## src/rtl/uart_tx_arbiter.sv

```systemverilog
// Round-robin arbiter/sequencer sharing one UART transmit engine among four requesters.
// Define UART_TX_ARB_FIXED_PRI_EN for fixed priority (req0 highest) instead of round-robin.
module uart_tx_arbiter #(
    parameter int NREQ = 4
) (
    input  logic              clk,
    input  logic              rst,
    input  logic [NREQ-1:0]   req,
    input  logic [8*NREQ-1:0] req_data,
    input  logic              tx_rdy,
    output logic              writes0,
    output logic [7:0]        tb_in,
    output logic [NREQ-1:0]   gnt,
    output logic [1:0]        owner,
    output logic              busy
);

    typedef enum logic [1:0] {
        IDLE    = 2'd0,
        ISSUE   = 2'd1,
        WAIT_LO = 2'd2,
        WAIT_HI = 2'd3
    } state_t;

    state_t          state_q, state_d;
    logic            writes0_q, writes0_d;
    logic [7:0]      tb_in_q, tb_in_d;
    logic [NREQ-1:0] gnt_q, gnt_d;
    logic [1:0]      owner_q, owner_d;
    logic            busy_q, busy_d;

    logic            win_found;
    logic [1:0]      win_idx;

`ifdef UART_TX_ARB_FIXED_PRI_EN
    always_comb begin
        win_found = 1'b0;
        win_idx   = '0;
        for (int unsigned i = 0; i < NREQ; i++) begin
            if (!win_found && req[i]) begin
                win_found = 1'b1;
                win_idx   = 2'(i);
            end
        end
    end
`else
    logic [1:0] ptr_q, ptr_d;
    logic [1:0] cand;

    // Search starts one past the last granted requester so it becomes lowest priority.
    always_comb begin
        win_found = 1'b0;
        win_idx   = '0;
        cand      = '0;
        for (int unsigned i = 0; i < NREQ; i++) begin
            cand = ptr_q + 2'(i) + 2'd1;
            if (!win_found && req[cand]) begin
                win_found = 1'b1;
                win_idx   = cand;
            end
        end
    end
`endif

    always_comb begin
        state_d   = state_q;
        writes0_d = 1'b0;
        gnt_d     = '0;
        tb_in_d   = tb_in_q;
        owner_d   = owner_q;
        busy_d    = busy_q;
`ifndef UART_TX_ARB_FIXED_PRI_EN
        ptr_d     = ptr_q;
`endif
        case (state_q)
            IDLE: begin
                // Strobe and grant are registered here so they appear together in ISSUE.
                if (tx_rdy && win_found) begin
                    tb_in_d        = req_data[win_idx*8 +: 8];
                    owner_d        = win_idx;
                    busy_d         = 1'b1;
                    writes0_d      = 1'b1;
                    gnt_d[win_idx] = 1'b1;
                    state_d        = ISSUE;
                end
            end
            ISSUE: begin
`ifndef UART_TX_ARB_FIXED_PRI_EN
                ptr_d   = owner_q;
`endif
                state_d = WAIT_LO;
            end
            WAIT_LO: begin
                if (!tx_rdy) state_d = WAIT_HI;
            end
            WAIT_HI: begin
                if (tx_rdy) begin
                    busy_d  = 1'b0;
                    state_d = IDLE;
                end
            end
            default: state_d = IDLE;
        endcase
    end

    always_ff @(posedge clk) begin
        if (rst) begin
            state_q   <= IDLE;
            writes0_q <= 1'b0;
            gnt_q     <= '0;
            tb_in_q   <= '0;
            owner_q   <= '0;
            busy_q    <= 1'b0;
`ifndef UART_TX_ARB_FIXED_PRI_EN
            ptr_q     <= 2'd3;
`endif
        end else begin
            state_q   <= state_d;
            writes0_q <= writes0_d;
            gnt_q     <= gnt_d;
            tb_in_q   <= tb_in_d;
            owner_q   <= owner_d;
            busy_q    <= busy_d;
`ifndef UART_TX_ARB_FIXED_PRI_EN
            ptr_q     <= ptr_d;
`endif
        end
    end

    assign writes0 = writes0_q;
    assign tb_in   = tb_in_q;
    assign gnt     = gnt_q;
    assign owner   = owner_q;
    assign busy    = busy_q;

endmodule

```

## config.mk

```make
export PLATFORM = sky130hd
export DESIGN_NAME = uart_tx_arbiter
export DESIGN_NICKNAME = d
export VERILOG_FILES = /design/src/rtl/uart_tx_arbiter.sv
export SDC_FILE = /design/constraint.sdc
export NUM_CORES = 1
export LEC_CHECK = 0
export ABC_AREA = 0
export ABC_CLOCK_PERIOD_IN_PS = 2700
export CAP_MARGIN = 10
export CORE_AREA = 2 2 62 64
export DETAILED_ROUTE_END_ITERATION = 16
export DIE_AREA = 0 0 64 66
export HOLD_SLACK_MARGIN = 0.08
export PLACE_DENSITY = 0.67
export SLEW_MARGIN = 30
export SYNTH_ARGS = -nofsm -noshare
export SYNTH_HDL_FRONTEND = slang
export SYNTH_SLANG_ARGS = --single-unit
```

## constraint.sdc

```tcl
create_clock -name clk -period 2.7 [get_ports clk]
set_clock_uncertainty 0.15 [all_clocks]
set_input_delay 0.675 -clock clk [delete_from_list [all_inputs] [get_ports clk]]
set_output_delay 0.675 -clock clk [all_outputs]
set_load 0.01 [all_outputs]
```

==> impl_metrics.tcl <==
set metrics [dict create \
    cts_resized 0 \
    crit_path_end_kind "flip-flop" \
    rows 22 \
    placedCellCount 243 \
    io_pins 55 \
    clk-insertion-delay-late_ns 0.29 \
    hold_path.class "flip-flop to flip-flop" \
    synth-seq-area-share 0.3390 \
    die_height_microns 66 \
    drt_iter0_drc 49 \
    cts_buffer_depth 2 \
    synth_nets 186 \
    yosys.area.top_type "dfxtp_1" \
    relSlewSlack 0.5056 \
    seq_area_sq_um 400.4 \
    grt_pass1_vias 1180 \
    fillers 335 \
    cts_root_buf "clkbuf_4" \
    synthDominantCellAreaShare 0.3390 \
    crit_chain "clkdlybuf4s50_1, buf_4, nand2b_1, o22ai_1, o21ai_0, a21oi_1, a211o_1" \
    crit_path_top_delay_cell "o22ai_1" \
    dieArea_sq_um 4224 \
    max_clock_freq_ghz 0.4141 \
    cp_top_family "compound AO/OA/AOI/OAI gates" \
    rsz0062_at_grt "false" \
    multiInputGateArea_sq_um 714.4 \
    ctsHoldBuffers 0 \
    worst-setup-path-type "input port to flip-flop" \
    place.detailed.hpwl_microns 2770 \
    wl_per_cell_microns 13.94 \
    synth_ff_type "dfxtp_1" \
    fin_area_sq_um 1821 \
    antenna_cells 0 \
    clock-sinks 20 \
    fin_setup_tns_ns 0 \
    fin_util 0.5127 \
    cp-start-kind "input port" \
    postSynthCellCount 142 \
    period_share 0.8944 \
    grt_pass1_wl_microns 5354 \
    start_util 0.3326 \
    ys_top_cells_by_area "dfxtp_1 34%, o21ai_0 7.2%, a21oi_1 6.4%" \
    ir_worst_vdd_uv 263.7 \
    cp.required_ns 2.80 \
    grt_max_degree 14 \
    cts.reportedPaths.clkPinSlew_ns 0.12 \
    yosys_register_bits 20 \
    cp_max_fo 12 \
    netlist_area_sq_um 1181 \
    synth_warnings 0 \
    grt.overflow.total 0 \
    synth_common_cells "20 x dfxtp_1, 17 x o21ai_0, 15 x a21oi_1" \
    antenna_found_initial 0 \
    fin_cells 246 \
    async_reset_ff_frac 0 \
    hold_ws_ns 0.3313 \
    power.leakage_nw 0.7608 \
    post_cts_buffers 0 \
    drv_slew 0 \
    drcViolationCount 0 \
    drive_gt1_frac 0.09596 \
    setup_viol 0 \
    cts_max_level 1 \
    num_vias 1235 \
    cts_buffers 3 \
    vias_per_cell 5.020 \
    port_buffers 54 \
    max-cap-violations 0 \
    arrival_ns 2.51 \
    gp_congestion 0.7045 \
    avgSynthCellArea_sq_um 8.318 \
    dr.pass1.iters 4 \
    ys_types 36 \
    pwr_density_cell_nw_per_um2 613.2 \
    core-area_sq_um 3551 \
    synth-edff-count 0 \
    cts_tree "built" \
    outcome "finished, final reports clean" \
    fin_nets 244 \
    fin_crit_ns 2.415 \
    wl_microns 3430 \
    slowest_delay_ns 0.60 \
    path_buf_inv 2 \
    worst_pin_slew_ns 0.7415 \
    yosysMostFrequentCell "dfxtp_1" \
    dpl_cell_area_sq_um 1798 \
    ant_nets 0 \
    die_x_microns 64 \
    final_hold_viol_count 0 \
    grt_usage 0.1621 \
    synthToLayoutAreaGrowth_pct 54.13 \
]
[layout by cell type (no fill, tap or decap), drive strengths merged]
cell,n
and3,3
dfxtp,20
or4,1
a21boi,2
mux2i,4
and2,1
o21ai,17
nand3,13
ha,5
a211o,8
a221oi,1
o211ai,2
nand2,7
nor2,10
a2bb2oi,1
o32a,1
inv,4
and2b,1
nor2b,2
a21o,2
clkbuf,3
a311oi,1
o22a,1
buf,9
nor3,1
a21oi,15
a31oi,1
nand2b,4
nand3b,2
clkdlybuf4s50,54
o22ai,1
or3,1
[worst register-to-register path: stages, from the launching register on]
cell     delay [ns]
dfxtp_1        0.50
mux2i_1        0.15
o22ai_1        0.60
o21ai_0        0.20
a21oi_1        0.22
a211o_1        0.12
[layout make-up]
| cell class | count | area share |
|---|---|---|
| clock buffers | 3 | 0.01237 |
| well taps | 48 | 0.03299 |
| inverters | 4 | 0.008247 |
| multi-input cells | 108 | 0.3924 |
| repair buffers | 63 | 0.3340 |
| flip-flops and latches | 20 | 0.2199 |
[flip-flops by register name, summed over array words and instances, names as in the netlist]
name / cells
ptr_q: 2
writes0: 1
busy: 1
owner: 2
tb_in: 8
state_q: 2
gnt: 4
[path summary, 6_finish.rpt]
check	startpoint	to	slack (ns)	cells past startpoint
hold reg to reg	tb_in[4]	tb_in[4]	0.33	1
setup reg to reg	ptr_q[1]	tb_in[0]	0.72	5
setup / recovery	req[3]	tb_in[0]	0.29	7
hold / removal	tb_in[4]	tb_in[4]	0.33	1
[power breakdown]
group / leakage (nW) / internal, W / switching, W
combinational: 0.583 / 0.000290 / 0.000271
clock: 0.0138 / 0.0000519 / 0.0000903
sequential: 0.164 / 0.000361 / 0.0000519
total: 0.761 / 0.000704 / 0.000413
[logic make-up (layout without fill, tap and decap cells)]
logic type | Yosys count | in the layout | share of synthesized area
muxes | 4 | 4 | 0.03390
adders and majority gates | 5 | 5 | 0.05297
buffers and inverters | 14 | 70 | 0.05613
and+or+nand+nor | 46 | 46 | 0.2225
DFF | 20 | 20 | 0.3390
AOI/OAI and AO/OA | 53 | 53 | 0.2956
[layer usage]
metal | global-route usage | vias to the layer above | wire, microns
met5 | 0 | - | 0
met4 | 0.05435 | 0 | 33
met2 | 0.3125 | 27 | 1850
li1 | - | 629 | -
met1 | 0.1766 | 575 | 1426
met3 | 0.02896 | 4 | 120
[per-stage QoR]
stage | setup slack (ns) | total power [W]
global route | 0.1480 | 0.001200
global placement | 0.05951 | 0.0009543
finish | 0.2852 | 0.001116
detailed placement | -0.01602 | 0.0009782
floorplan | 0.5164 | 0.0007508
CTS | 0.2940 | 0.001123
No activity file was read; power rests on OpenSTA's default activity.
==> variant 1 (config.mk and constraints unchanged) <==
Set the parameter `NREQ` to 5 (it was 4).
--- a/src/rtl/uart_tx_arbiter.sv
+++ b/src/rtl/uart_tx_arbiter.sv
@@ -3,3 +3,3 @@
 module uart_tx_arbiter #(
-    parameter int NREQ = 4
+    parameter int NREQ = 5
 ) (
Interface: changed (resized gnt, req and req_data); port bits go from 55 to 65. The function was not compared with the original's and may differ.
==> variant 1 against the original RTL <==
Hold slack improved by 0.038 ns; first-iteration DRC count rose by 53%; sequential cell count did not move; non-clock buffer count rose by 4; sequential share of layout area barely moved; combinational power rose by 9.8%; routed wire length fell by 6.4%; worst setup slack got worse by 0.10 ns; design area rose by 0.14%; critical path depth did not move; power rose by 7.3%; synthesized cell count fell by 15%; area after synthesis fell by 4.3%; register-to-register slack got worse by 0.06 ns.
==> variant 1: results <==
{
  "grt_pass1_vias": 1198,
  "drt_iter0_drc": 75,
  "clock_path_buffers": 2,
  "syn-num-nets": 173,
  "crit_fanout": 5,
  "reg2regPathDepth": 7,
  "r2r_slack_ns": 0.66,
  "p_leak_nw": 0.706,
  "synthTopCellsByCount": "dfxtp_1 (20), nor2_1 (14), mux2_2 (13)",
  "largest_reg_flops": 8,
  "grt_usage_pct": 16.2,
  "min-delay-start": "owner[1]",
  "hold_end": "owner[1]",
  "port-buffer-count": 54,
  "met1_length_um": 1410,
  "seq_area_frac_synth_pct": 35.4,
  "ir_worst_vdd_mv": 0.226,
  "fillers": 333,
  "fin_nets": 238,
  "worstReg2RegEnd": "tb_in[2]",
  "wl_met3_um": 174,
  "hold_slack_ns": 0.369,
  "grt_use_met1_pct": 18.3,
  "ys_types": 39,
  "via_per_inst": 4.85,
  "wl_per_cell_um": 13.8,
  "met2_usage_pct": 29.2,
  "layout-drive-gt1-share_pct": 20.1,
  "post_dp_cell_area_mm2": 0.00179,
  "grt_use_met3_pct": 3.58,
  "hpwl_um": 2540,
  "gp_congestion": 0.796,
  "status": "completed",
  "dr.pass1.iters": 4,
  "dr_wl_met2_um": 1550,
  "pwr_density_cell_mw_per_mm2": 657,
  "avgSynthCellArea_um2": 9.42,
  "topRoutingLayerUsed": "met4",
  "routed-via-count": 1126,
  "grt_pass1_wl_um": 5330,
  "worstHoldPathCells": 2,
  "grt_max_degree": 18,
  "pre_cts_ws_ns": -0.143,
  "synth_area_leaders": "dfxtp_1 (35%), mux2_2 (13%), ha_1 (5.5%)"
}
[variant 1: changes by cell type after synthesis, sizes merged, moves of 6 or more]
cell,unedited run,this run
o21ai,17,2
mux2,0,14
a21oi,15,4
nand3,13,2
a211o,8,2
nor3,1,7
o22ai,1,7
[variant 1: worst max-delay path by stage]
stage / startpoint / endpoint / slack, ns / depth (start not counted)
6_report: req[3] / tb_in[5] / 0.19 / 7
5_1_grt: req[2] / tb_in[2] / 0.08 / 8
4_1_cts: req[2] / tb_in[0] / 0.19 / 8
3_5_place_dp: req[3] / tb_in[0] / -0.14 / 8
3_3_place_gp: req[3] / tb_in[5] / -0.07 / 7
2_1_floorplan: req[1] / tb_in[5] / 0.29 / 7
[variant 1: worst max-delay path, cell delays in order]
cell and delay [ns]:
clkdlybuf4s50_1 0.49, or4_4 0.55, nand3_4 0.10, or2_1 0.13, a211oi_2 0.05, or3_1 0.36, a311oi_2 0.23
[variant 1: logic make-up (layout without fill, tap and decap cells)]
group | Yosys count | count (layout) | share of synthesized area, %
other | 1 | 1 | 0.332
buffers and inverters | 9 | 73 | 4.32
DFF | 20 | 20 | 35.4
muxes | 17 | 17 | 16.6
adders and majority gates | 5 | 5 | 5.54
AOI/OAI and AO/OA | 23 | 23 | 16.5
and+or+nand+nor | 45 | 45 | 21.3
[variant 1: layout make-up]
type / count / share of cell area (%)
clock buffers: 4 / 1.99
well taps: 48 / 3.29
flip-flops and latches: 20 / 22.0
inverters: 2 / 0.412
repair buffers: 67 / 35.0
multi-input cells: 91 / 37.3
[variant 1: report_power, final]
part	internal, mW	switching (mW)
Clock	0.0822	0.0890
Sequential	0.362	0.0481
Combinational	0.340	0.276
==> variant 2 (same flow settings) <==
Without the edit above. Make the reset (`rst`) asynchronous in one clocked block.
--- a/src/rtl/uart_tx_arbiter.sv
+++ b/src/rtl/uart_tx_arbiter.sv
@@ -105,3 +105,3 @@
 
-    always_ff @(posedge clk) begin
+    always_ff @(posedge clk or posedge rst) begin
         if (rst) begin
Formal check against the unedited RTL: differs if rst is asserted again (counterexample within 4 cycles, from zero or initial values and one cycle with rst high); with rst held inactive, the same outputs for 10 cycles.
==> variant 2 against the original RTL <==
Worst setup slack better by 0.041 ns; clock power up 73%; sequential power grew 26%; design area rose by 7.4%; combinational power increased by 61%; sequential cell count stayed put; area after synthesis increased by 6.6%; power is 50% higher; largest power group unchanged; maximum frequency is 1.7% higher; routed wire length decreased by 4.5%; count of clock-buffer cells in the layout did not move; highest routed layer unchanged; register-to-register slack worse by 0.19 ns.
==> variant 2: results <==
{
  "status": "completed",
  "synthTopCellsByCount": "dfrtp_1 (18), nor2_1 (17), inv_1 (14), a211oi_1 (13), a31oi_1 (9)",
  "worstReg2RegEnd": "tb_in[3]",
  "gp_congestion": 0.802,
  "r2r_slack_ns": 0.53,
  "fillers": 306,
  "period_needed_ns": 2.37,
  "routed-via-count": 1185,
  "nonClkBufAreaFrac_pct": 31.9,
  "grt_usage_pct": 17.1,
  "synth_mux_area_share_pct": 9.05,
  "p_leak_nw": 0.832,
  "syn-num-nets": 171,
  "worst_pin_slew_ns": 0.446,
  "clock_area_share_pct": 2.69,
  "synth_area_leaders": "dfrtp_1 (36%), a211oi_1 (7.8%), mux2i_1 (6.4%)",
  "cp_slowest_cell": "clkdlybuf4s50_1",
  "grt_max_degree": 21,
  "synth_compound_area_share_pct": 24.6,
  "startpoint": "req[1]",
  "reg2regPathDepth": 7,
  "synthArstFlopShare_pct": 100,
  "drt_wl_total_um": 3280,
  "finalInstanceArea_mm2": 0.00195,
  "register_area_um2": 503,
  "pre_cts_ws_ns": 0.00153,
  "seq_area_frac_synth_pct": 40.0,
  "hpwl_um": 2590,
  "fin_nets": 238,
  "ys_types": 32,
  "crit_family": "simple AND/OR/NAND/NOR gates",
  "multi_input_area_share_pct": 33.9,
  "ir_worst_vdd_mv": 0.463
}
## variant 2: cell types whose count changed in the layout (fill, tap and decap cells not counted), moves of 4 or more
cell	unedited run	this run
dfxtp_1	20	0
dfrtp_1	0	18
a21oi_1	15	1
o21ai_0	17	3
a211oi_1	0	13
nand3_1	13	1
inv_1	4	14
a31oi_1	0	9
a211o_1	8	0
nor2_1	9	17
a211oi_2	0	4
mux2i_1	4	8
## variant 2: logic make-up after synthesis
kind of cell	Yosys count
mux	11
fa+ha+maj	5
buf+inv	17
simple gates	36
compound gates	38
flops	20
## variant 2: per-layer routing
| layer | up-vias | part of all wire (%) | global-route usage, % |
|---|---|---|---|
| li1 | 592 | - | - |
| met1 | 548 | 47 | 22.3 |
| met2 | 43 | 46 | 29.2 |
| met3 | 2 | 7.1 | 3.58 |
| met4 | 0 | 0.43 | 3.26 |
| met5 | - | 0 | 0 |
## variant 2: worst min path at each step
stage	from	to	cells past startpoint	slack [ns]
final	owner[0]	owner[0]	1	0.38
after global routing	owner[0]	ptr_q[0]	1	0.44
after CTS	owner[0]	owner[0]	1	0.40
after detailed placement	busy	busy	2	0.36
after global placement	busy	busy	2	0.36
after floorplan	state_q[1]	state_q[1]	1	0.36
## variant 2: report_power, final
| group | internal (mW) | switching (mW) | leakage (nW) | total, mW |
|---|---|---|---|---|
| logic | 0.482 | 0.423 | 0.567 | 0.906 |
| clock network | 0.150 | 0.0962 | 0.0279 | 0.246 |
| registers | 0.435 | 0.0847 | 0.237 | 0.520 |
## variant 2: worst reg2reg max path: cells and delay by family, from the launching register on
kind	cells	cell delay, ns
buffers and inverters	2	0.24
adder cells (fa/ha/maj)	1	0.21
AND/OR/NAND/NOR	2	0.62
AO/OA/AOI/OAI	2	0.41
flip-flops	1	0.43
